==> config.mk <==
export PLATFORM = sky130hd
export DESIGN_NAME = channel_crossfader_flat
export DESIGN_NICKNAME = d
export VERILOG_FILES = /design/src/rtl/channel_crossfader_if.sv /design/src/rtl/channel_crossfader.sv /design/src/flat_wrapper.sv
export SDC_FILE = /design/constraint.sdc
export NUM_CORES = 1
export LEC_CHECK = 0
export ABC_AREA = 1
export ABC_CLOCK_PERIOD_IN_PS = 6650
export BUFFER_PORTS_ARGS = -buffer_cell sky130_fd_sc_hd__buf_2
export CAP_MARGIN = 10
export CELL_PAD_IN_SITES_DETAIL_PLACEMENT = 0
export CELL_PAD_IN_SITES_GLOBAL_PLACEMENT = 1
export CORE_ASPECT_RATIO = 0.75
export CORE_MARGIN = 4
export CORE_UTILIZATION = 40
export CTS_CLUSTER_SIZE = 14
export DETAILED_ROUTE_END_ITERATION = 16
export PLACE_DENSITY = 0.78
export SYNTH_ARGS = -nofsm -noshare
export SYNTH_HDL_FRONTEND = slang
export SYNTH_SLANG_ARGS = --single-unit
export TNS_END_PERCENT = 1
==> constraint.sdc <==
create_clock -name clk -period 6.65 [get_ports clk]
set_input_delay 0.9975 -clock clk [delete_from_list [all_inputs] [get_ports clk]]
set_output_delay 0.9975 -clock clk [all_outputs]
set_load 0.05 [all_outputs]
==> src/rtl/channel_crossfader_if.sv <==
// Sample/control bus of the channel crossfader: per-channel samples, offsets
// and gains in, one mixed sample plus status out.
interface channel_crossfader_if #(
  parameter int N_CH   = 2,
  parameter int DATA_W = 11,
  parameter int GAIN_W = 12
);
  localparam int SEL_W = $clog2(N_CH);

  logic                       enable_3M;
  logic [SEL_W-1:0]           sel;
  logic [N_CH*DATA_W-1:0]     data_in;
  logic [N_CH*DATA_W-1:0]     offset;
  logic [N_CH*GAIN_W-1:0]     gain;
  logic signed [DATA_W-1:0]   data_out;
  logic                       data_valid;
  logic [SEL_W-1:0]           active_ch;
  logic                       fading;

  // Producer of samples / consumer of the mixed output.
  modport master (
    output enable_3M, sel, data_in, offset, gain,
    input  data_out, data_valid, active_ch, fading
  );

  // The crossfader itself.
  modport slave (
    input  enable_3M, sel, data_in, offset, gain,
    output data_out, data_valid, active_ch, fading
  );
endinterface

==> src/rtl/channel_crossfader.sv <==
// Channel crossfader: per-channel offset/gain correction with saturation
// (stage 1), followed by a linear crossfade between the active channel and a
// newly selected target over 2^XFADE_LOG2 samples (stage 2).
module channel_crossfader #(
  parameter int N_CH       = 2,
  parameter int DATA_W     = 11,
  parameter int GAIN_W     = 12,
  parameter int XFADE_LOG2 = 4
) (
  input  logic             clk,
  input  logic             reset,
  channel_crossfader_if.slave bus
);
  localparam int SEL_W  = $clog2(N_CH);
  localparam int SEL_W1 = SEL_W + 1;
  localparam int KW     = XFADE_LOG2 + 1;
  localparam int ACC_W  = DATA_W + XFADE_LOG2 + 1;
  localparam int PROD_W = DATA_W + GAIN_W + 2;
  localparam int SH     = GAIN_W - 2;

  localparam logic [SEL_W:0]              N_CH_EXT  = SEL_W1'(N_CH);
  localparam logic [KW-1:0]               K_FULL    = KW'(2 ** XFADE_LOG2);
  localparam logic signed [ACC_W-1:0]     FULL_ACC  = ACC_W'(2 ** XFADE_LOG2);
  localparam logic signed [PROD_W-1:0]    SAT_MAX   = PROD_W'(2 ** (DATA_W - 1) - 1);
  localparam logic signed [PROD_W-1:0]    SAT_MIN   = ~SAT_MAX;

  typedef enum logic {S_IDLE, S_FADE} state_t;

  // ---------------------------------------------------------------------------
  // Stage 1: correction of every channel
  // ---------------------------------------------------------------------------
  logic signed [DATA_W-1:0] y_corr [N_CH];
  logic signed [DATA_W-1:0] y1_reg [N_CH];
  logic [SEL_W-1:0]         sel1_reg;
  logic                     v1_reg;

  for (genvar gi = 0; gi < N_CH; gi++) begin : g_corr
    logic signed [DATA_W-1:0] x_s;
    logic signed [DATA_W-1:0] off_s;
    logic signed [DATA_W:0]   diff_s;
    logic signed [GAIN_W:0]   gain_s;
    logic signed [PROD_W-1:0] prod_s;
    logic signed [PROD_W-1:0] shr_s;

    assign x_s    = bus.data_in[gi*DATA_W +: DATA_W];
    assign off_s  = bus.offset[gi*DATA_W +: DATA_W];
    // One extra bit so the difference of two full-scale samples cannot wrap.
    assign diff_s = {x_s[DATA_W-1], x_s} - {off_s[DATA_W-1], off_s};
    assign gain_s = {1'b0, bus.gain[gi*GAIN_W +: GAIN_W]};
    assign prod_s = PROD_W'(diff_s) * PROD_W'(gain_s);
    // Arithmetic shift floors toward minus infinity.
    assign shr_s  = prod_s >>> SH;
    assign y_corr[gi] = (shr_s > SAT_MAX) ? DATA_W'(SAT_MAX) :
                        (shr_s < SAT_MIN) ? DATA_W'(SAT_MIN) :
                                            DATA_W'(shr_s);
  end

  // Capture corrected samples and the requested channel on each strobe.
  always_ff @(posedge clk) begin
    if (reset) begin
      v1_reg   <= 1'b0;
      sel1_reg <= '0;
      for (int i = 0; i < N_CH; i++) y1_reg[i] <= '0;
    end else begin
      v1_reg <= bus.enable_3M;
      if (bus.enable_3M) begin
        sel1_reg <= bus.sel;
        for (int i = 0; i < N_CH; i++) y1_reg[i] <= y_corr[i];
      end
    end
  end

  // ---------------------------------------------------------------------------
  // Stage 2: crossfade state machine and output register
  // ---------------------------------------------------------------------------
  state_t                   state_reg, state_next;
  logic [KW-1:0]            k_reg, k_next;
  logic [KW-1:0]            k_inc;
  logic [SEL_W-1:0]         tgt_reg, tgt_next;
  logic [SEL_W-1:0]         active_reg, active_next;
  logic signed [DATA_W-1:0] data_out_reg, data_out_next;
  logic                     valid_reg, valid_next;
  logic                     fading_reg, fading_next;
  logic                     sel_oor;

  assign sel_oor = ({1'b0, sel1_reg} >= N_CH_EXT);

  // Weighted mix of the outgoing and incoming channel; weights sum to 2^K so
  // the result always stays inside the span of the two saturated operands.
  function automatic logic signed [DATA_W-1:0] xfade_mix(
    input logic signed [DATA_W-1:0] ya,
    input logic signed [DATA_W-1:0] yt,
    input logic [KW-1:0]            kk
  );
    logic signed [ACC_W-1:0] a_ext, t_ext, w_t, w_a, acc;
    a_ext = {{(ACC_W-DATA_W){ya[DATA_W-1]}}, ya};
    t_ext = {{(ACC_W-DATA_W){yt[DATA_W-1]}}, yt};
    w_t   = {{(ACC_W-KW){1'b0}}, kk};
    w_a   = FULL_ACC - w_t;
    acc   = a_ext * w_a + t_ext * w_t;
    return DATA_W'(acc >>> XFADE_LOG2);
  endfunction

  // State, fade counter and registered outputs.
  always_ff @(posedge clk) begin
    if (reset) begin
      state_reg    <= S_IDLE;
      k_reg        <= '0;
      tgt_reg      <= '0;
      active_reg   <= '0;
      data_out_reg <= '0;
      valid_reg    <= 1'b0;
      fading_reg   <= 1'b0;
    end else begin
      state_reg    <= state_next;
      k_reg        <= k_next;
      tgt_reg      <= tgt_next;
      active_reg   <= active_next;
      data_out_reg <= data_out_next;
      valid_reg    <= valid_next;
      fading_reg   <= fading_next;
    end
  end

  // Next-state and output decision for each corrected sample.
  always_comb begin
    state_next    = state_reg;
    k_next        = k_reg;
    tgt_next      = tgt_reg;
    active_next   = active_reg;
    data_out_next = data_out_reg;
    valid_next    = 1'b0;
    fading_next   = fading_reg;
    k_inc         = k_reg + KW'(1);

    case (state_reg)
      S_IDLE: begin
        if (v1_reg) begin
          valid_next = 1'b1;
          if ((sel1_reg == active_reg) || sel_oor) begin
            data_out_next = y1_reg[active_reg];
            fading_next   = 1'b0;
          end else begin
            // First fade sample is emitted immediately with k = 1.
            tgt_next      = sel1_reg;
            k_next        = KW'(1);
            state_next    = S_FADE;
            data_out_next = xfade_mix(y1_reg[active_reg], y1_reg[sel1_reg], KW'(1));
            fading_next   = 1'b1;
          end
        end
      end
      S_FADE: begin
        // sel is ignored here; a pending change is picked up back in IDLE.
        if (v1_reg) begin
          valid_next = 1'b1;
          if (k_inc == K_FULL) begin
            data_out_next = y1_reg[tgt_reg];
            active_next   = tgt_reg;
            k_next        = '0;
            state_next    = S_IDLE;
            fading_next   = 1'b0;
          end else begin
            data_out_next = xfade_mix(y1_reg[active_reg], y1_reg[tgt_reg], k_inc);
            k_next        = k_inc;
            fading_next   = 1'b1;
          end
        end
      end
      default: state_next = S_IDLE;
    endcase
  end

  assign bus.data_out   = data_out_reg;
  assign bus.data_valid = valid_reg;
  assign bus.active_ch  = active_reg;
  assign bus.fading     = fading_reg;
endmodule
==> src/flat_wrapper.sv <==
// flat-port wrapper written by rule: the top's interface ports become plain ports
module channel_crossfader_flat 
#(
  parameter int N_CH       = 2,
  parameter int DATA_W     = 11,
  parameter int GAIN_W     = 12,
  parameter int XFADE_LOG2 = 4
)
  (clk, reset, bus_enable_3M, bus_sel, bus_data_in, bus_offset, bus_gain, bus_data_out, bus_data_valid, bus_active_ch, bus_fading);
  channel_crossfader_if #(.N_CH(N_CH), .DATA_W(DATA_W), .GAIN_W(GAIN_W)) bus_i ();
  input  logic clk;
  input  logic reset;
  input wire logic [$bits(bus_i.enable_3M)-1:0] bus_enable_3M;
  input wire logic [$bits(bus_i.sel)-1:0] bus_sel;
  input wire logic [$bits(bus_i.data_in)-1:0] bus_data_in;
  input wire logic [$bits(bus_i.offset)-1:0] bus_offset;
  input wire logic [$bits(bus_i.gain)-1:0] bus_gain;
  output wire logic [$bits(bus_i.data_out)-1:0] bus_data_out;
  output wire logic [$bits(bus_i.data_valid)-1:0] bus_data_valid;
  output wire logic [$bits(bus_i.active_ch)-1:0] bus_active_ch;
  output wire logic [$bits(bus_i.fading)-1:0] bus_fading;
  assign bus_i.enable_3M = bus_enable_3M;
  assign bus_i.sel = bus_sel;
  assign bus_i.data_in = bus_data_in;
  assign bus_i.offset = bus_offset;
  assign bus_i.gain = bus_gain;
  assign bus_data_out = bus_i.data_out;
  assign bus_data_valid = bus_i.data_valid;
  assign bus_active_ch = bus_i.active_ch;
  assign bus_fading = bus_i.fading;
  channel_crossfader #(.N_CH(N_CH), .DATA_W(DATA_W), .GAIN_W(GAIN_W), .XFADE_LOG2(XFADE_LOG2)) u_core (.clk(clk), .reset(reset), .bus(bus_i));
endmodule
==> results of run 1 <==
==> synthesized netlist by cell type, types with 2 or more instances <==
master	count
a211oi_1	2
a21o_1	8
a21oi_1	119
a21oi_2	25
a31oi_1	5
and2_1	2
and3_1	2
buf_1	2
buf_2	5
buf_6	5
clkbuf_1	45
clkinv_1	10
dfxtp_1	26
edfxtp_1	22
fa_1	321
ha_1	242
inv_1	590
inv_2	14
nand2_1	552
nand2_2	33
nand3_1	88
nand3_2	4
nand3b_1	3
nand4_1	13
nor2_1	211
nor2_2	4
nor3_1	16
nor3_2	9
nor4_1	3
o2111ai_1	4
o211ai_1	5
o21a_1	2
o21ai_0	56
o21ai_1	11
o21ai_2	2
o21bai_1	7
o22ai_1	2
o31ai_1	3
or2_1	5
or2_2	21
xnor2_1	15
xor2_1	23
==> routing by layer <==
| layer | vias up | GRT usage | wire [µm] |
|---|---|---|---|
| met2 | 512 | 0.329 | 23200 |
| met3 | 39 | 0.0349 | 4070 |
| met5 | - | 0 | 0 |
| met4 | 0 | 0.0247 | 469 |
| met1 | 8177 | 0.312 | 25000 |
| li1 | 8173 | - | - |
==> metrics by stage <==
stage	setup WS, ns	std cells	hold WS (ns)	setup TNS [ns]
final	-0.179	3409	0.504	-2.62
after floorplan	-0.0129	2554	0.465	-0.129
after CTS	-0.149	3407	0.509	-2.94
after global routing	-0.495	3408	0.541	-10.44
after global placement	-0.607	3397	0.482	-11.51
after detailed placement	-0.682	3397	0.498	-13.56
==> what timing repair did <==
| item | in CTS | in global routing |
|---|---|---|
| gates resized for setup | 37 | 26 |
| setup endpoints to repair | 22 | 28 |
| endpoints found under the hold margin | 0 | 0 |
| pin swaps | 7 | 10 |
| buffers inserted | 2 | 1 |
==> worst paths after layout <==
kind / endpoint / startpoint
worst max-delay path: u_core.y1_reg[0][5] / bus_offset[4]
worst min-delay path: u_core.k_reg[4] / u_core.k_reg[4]
worst max register to register: u_core.bus.data_out[4] / u_core.k_reg[2]
worst min register to register: u_core.k_reg[4] / u_core.k_reg[4]
==> worst min-delay path: stages (launching register included) <==
cell and delay, ns:
dfxtp_1 0.33, nand2_1 0.07, a21oi_1 0.06
==> final cells by class <==
class | count | area [µm²] | area share
inverters | 615 | 2320 | 0.105
clock inverters | 2 | 38.8 | 0.00175
multi-input cells | 1832 | 15900 | 0.716
flip-flops and latches | 48 | 1180 | 0.0532
well taps | 639 | 800 | 0.0360
repair buffers | 266 | 1820 | 0.0820
clock buffers | 6 | 150 | 0.00676
diodes | 1 | 2.50 | 0.000113
==> kinds of logic after synthesis <==
family                     synth area share
and+or+nand+nor                       0.213
buffers and inverters                 0.135
adders and majority gates             0.491
AOI/OAI and AO/OA                    0.0799
DFF                                  0.0614
xor gates and xnor gates             0.0190
==> results.sh, run 1 <==
export IMPL_outcome="finished with violations"
export IMPL_violations="setup timing"
export IMPL_cts_hold_buf=0
export IMPL_yosys_top_cells_area="fa_1 33%, ha_1 16%, inv_1 12%, nand2_1 11%, nor2_1 4.1%"
export IMPL_vias=16901
export IMPL_die_x_um=261
export IMPL_synth_top_area_frac=0.334
export IMPL_antenna_found_initial=0
export IMPL_fin_util=0.468
export IMPL_port_buffers=85
export IMPL_max_slew_worst_pin_slew_ns=1.29
export IMPL_fin_area_um2=22200
export IMPL_largest_reg_flops=22
export IMPL_synthDistinctLibCells=59
export IMPL_finalMaxSlewViolations=0
export IMPL_yosysWarnings=0
export IMPL_hold_path_depth=2
export IMPL_maxCapViolCount=0
export IMPL_cp_end_kind="register"
export IMPL_grtUsageTotal=0.209
export IMPL_vias_per_cell=4.96
export IMPL_die_area_um2=51700
export IMPL_cts_sinks=48
export IMPL_fin_crit_ns=6.83
export IMPL_layout_commonest_cell="inv_1"
export IMPL_worstHoldPathType="register to register"
export IMPL_cp_start_kind="input pin"
export IMPL_fin_ws_ns=-0.179
export IMPL_syn2layout_area_growth_pct=15.5
export IMPL_grt_pass1_wl_um=87800
export IMPL_setup_violations=22
export IMPL_syn_nets=3189
export IMPL_h_tree_depth=2
export IMPL_slowest_stage="fa_1"
export IMPL_reg2regPathDepth=25
export IMPL_synth_seq_cells=48
export IMPL_die_h_um=198
export IMPL_cpPeakStageDelay_ns=0.50
export IMPL_drt_iter0_markers=1233
export IMPL_synth_ff_type="dfxtp_1"
export IMPL_gp_congestion=0.915
export IMPL_worst_setup_path_type="input pin to register"
export IMPL_cts_buffer_depth=2
export IMPL_cts_buffers=5
export IMPL_final_nets=3403
export IMPL_ant_nets=0
export IMPL_core_area_um2=47500
export IMPL_crit_buf_inv=8
export IMPL_critPathTopFamily="adder cells"
export IMPL_avgSynthCellArea_um2=7.53
export IMPL_crit_cells=33
export IMPL_grt_pass1_vias=17296
export IMPL_dpl_instance_area_um2=21700
export IMPL_seq_area_frac_synth=0.0614
export IMPL_dr_pass1_iters=5
export IMPL_grt_max_degree=24
export IMPL_overflow=0
export IMPL_fill_cells=4852
export IMPL_max_freq_ghz=0.146
export IMPL_dp_hpwl_um=46100
export IMPL_io_pin_count=86
export IMPL_max_slew_margin=0.133
export IMPL_cp_required_ns=6.67
export IMPL_cts_root_buffer="clkbuf_16"
export IMPL_insertion_delay_ns=0.30
export IMPL_final_cell_mix="587 x inv_1, 540 x nand2_1, 318 x fa_1"
export IMPL_avgRoutedWirePerCell_um=15.5
export IMPL_synth_cells=2554
export IMPL_wl_um=52700
export IMPL_netlist_area_um2=19200
export IMPL_async_flop_share=0
export IMPL_cts_tree="built"
export IMPL_hold_viol=0
export IMPL_rrSetupSlack_ns=0.43
export IMPL_drive_gt1_frac=0.167
export IMPL_drc_errors=0
export IMPL_finalClockSkew_ns=0.00259
export IMPL_synth_top_area_cell="fa_1"
export IMPL_synth_edf_count=22
export IMPL_start_util=0.405
export IMPL_arrival_ns=6.85
export IMPL_placementRows=69
export IMPL_rsz0062_at_grt="yes"
export IMPL_clk_pin_slew_ns=0.07
export IMPL_fin_crit_sh=1.03
export IMPL_cp_max_fo=11
Power of run 1 is not shown: default switching activity piles up to over one toggle a cycle in this logic, so the estimate is an artifact.
==> inputs of run 2 (changes only) <==
Settings changed: CELL_PAD_IN_SITES_GLOBAL_PLACEMENT 1 to 2, CORE_UTILIZATION 40 to 35, PLACE_DENSITY 0.78 to 0.84.
==> run 2 against run 1 <==
The run still ends with setup timing left. Global-route usage is 2.1 points lower. Sequential cell count unchanged. Critical path depth is 1 higher. Critical path type unchanged. Highest routed layer unchanged.
==> results.sh, run 2 (synthesis results as in run 1) <==
export IMPL_cts_tree="built"
export IMPL_cpPeakStageDelay_ns=0.50
export IMPL_cp_start_kind="input pin"
export IMPL_place_ws_ns=-0.759
export IMPL_drive_gt1_frac=0.184
export IMPL_cp_required_ns=6.69
export IMPL_fin_crit_ns=6.78
export IMPL_fin_crit_sh=1.02
export IMPL_die_h_um=211
export IMPL_cp_end_kind="register"
export IMPL_layout_commonest_cell="inv_1"
export IMPL_io_pin_count=86
export IMPL_use_met3=0.0202
export IMPL_antenna_found_initial=0
export IMPL_grtUsageTotal=0.188
export IMPL_gp_congestion=0.922
export IMPL_fill_cells=5667
export IMPL_grt_pass1_wl_um=90300
export IMPL_start_util=0.353
export IMPL_cts_sinks=48
export IMPL_diodes=0
export IMPL_grt_busiest_layer="met2"
export IMPL_worstHoldPathType="register to register"
export IMPL_core_area_um2=54400
export IMPL_drt_iter0_markers=947
export IMPL_placementRows=74
export IMPL_vias_per_cell=4.79
export IMPL_hold_viol=0
export IMPL_largest_reg_flops=22
export IMPL_finalMaxSlewViolations=0
export IMPL_finalClockSkew_ns=0.00587
export IMPL_final_nets=3438
export IMPL_grt_max_degree=24
export IMPL_cp_max_fo=5
export IMPL_holdWs_ns=0.499
export IMPL_outcome="finished with violations"
export IMPL_grt_pass1_vias=17519
export IMPL_cts_buffers=5
export IMPL_cts_root_buffer="clkbuf_16"
export IMPL_avgRoutedWirePerCell_um=15.3
export IMPL_dpl_instance_area_um2=21900
export IMPL_final_cell_mix="585 x inv_1, 534 x nand2_1, 318 x fa_1"
export IMPL_syn2layout_area_growth_pct=18.1
export IMPL_cts_buffer_depth=2
export IMPL_clk_pin_slew_ns=0.08
export IMPL_wl_um=53900
export IMPL_final_seq_area_um2=1180
export IMPL_finalSetupTns_ns=-2.40
export IMPL_h_tree_depth=2
export IMPL_die_area_um2=58800
export IMPL_overflow=0
export IMPL_setup_violations=22
export IMPL_arrival_ns=6.82
export IMPL_max_slew_worst_pin_slew_ns=1.10
export IMPL_worst_setup_path_type="input pin to register"
export IMPL_cts_hold_buf=0
export IMPL_die_x_um=279
export IMPL_fin_ws_ns=-0.130
export IMPL_violations="setup timing"
export IMPL_dp_hpwl_um=47300
export IMPL_vias=16875
export IMPL_port_buffers=85
export IMPL_cp_common_cell="inv_1"
export IMPL_multiInputGateArea_um2=16000
export IMPL_drc_errors=0
export IMPL_max_slew_margin=0.256
export IMPL_insertion_delay_ns=0.32
export IMPL_use_met1=0.288
export IMPL_dr_pass1_iters=5
export IMPL_slowest_stage="fa_1"
export IMPL_maxCapViolCount=0
export IMPL_rsz0062_at_grt="yes"
export IMPL_grt_use_met2=0.295
export IMPL_max_freq_ghz=0.147
export IMPL_fin_area_um2=22700
export IMPL_ant_nets=0
-- run 2: changes by cell type in the layout (fill, tap and decap cells not counted), moves of 3 or more --
cell	delta
nand2_2	+6
a21oi_1	-5
nand2_1	-6
a21oi_2	+5
buf_4	+32
inv_2	+3
-- run 2: cell type report --
class | count | share of cell area
Sequential cell | 48 | 0.0521
Clock inverter | 3 | 0.00303
Timing Repair Buffer | 299 | 0.0924
Inverter | 615 | 0.102
Multi-Input combinational cell | 1834 | 0.705
Tap cell | 722 | 0.0398
Clock buffer | 5 | 0.00551
-- run 2: routing by layer --
layer,wire length (µm),share of wire
met5,0,0
met1,27100,0.50
met4,516,0.0096
met3,2960,0.055
met2,23300,0.43
-- run 2: metrics by stage --
step / cells / utilization
2_1_floorplan: 2554 / -
3_3_place_gp: 3500 / 0.402
3_5_place_dp: 3500 / 0.402
4_1_cts: 3521 / 0.414
5_1_grt: 3526 / 0.417
6_report: 3526 / 0.417
-- run 2: critical path, delay by kind of cell --
kind / cells / cell delay [ns]
fa+ha+maj: 7 / 2.98
buf+inv: 9 / 0.74
compound gates: 4 / 0.41
simple gates: 14 / 1.68
-- run 2: final timing paths --
check,start,end,slack [ns],depth (start not counted)
worst max-delay path,bus_offset[16],u_core.y1_reg[1][6],-0.13,34
worst min-delay path,u_core.k_reg[4],u_core.k_reg[4],0.50,2
worst min register to register,u_core.k_reg[4],u_core.k_reg[4],0.50,2
worst max register to register,u_core.k_reg[0],u_core.bus.data_out[8],0.41,28
-- run 2: timing repair --
| action | CTS | global route |
|---|---|---|
| endpoints found under the hold margin | 0 | 0 |
| resized for setup | 57 | 32 |
| pin swaps | 32 | 17 |
| cloned | 2 | 2 |
| setup buffers | 11 | 3 |
| setup endpoints to repair | 22 | 27 |
Power of run 2 is left out for the same reason.
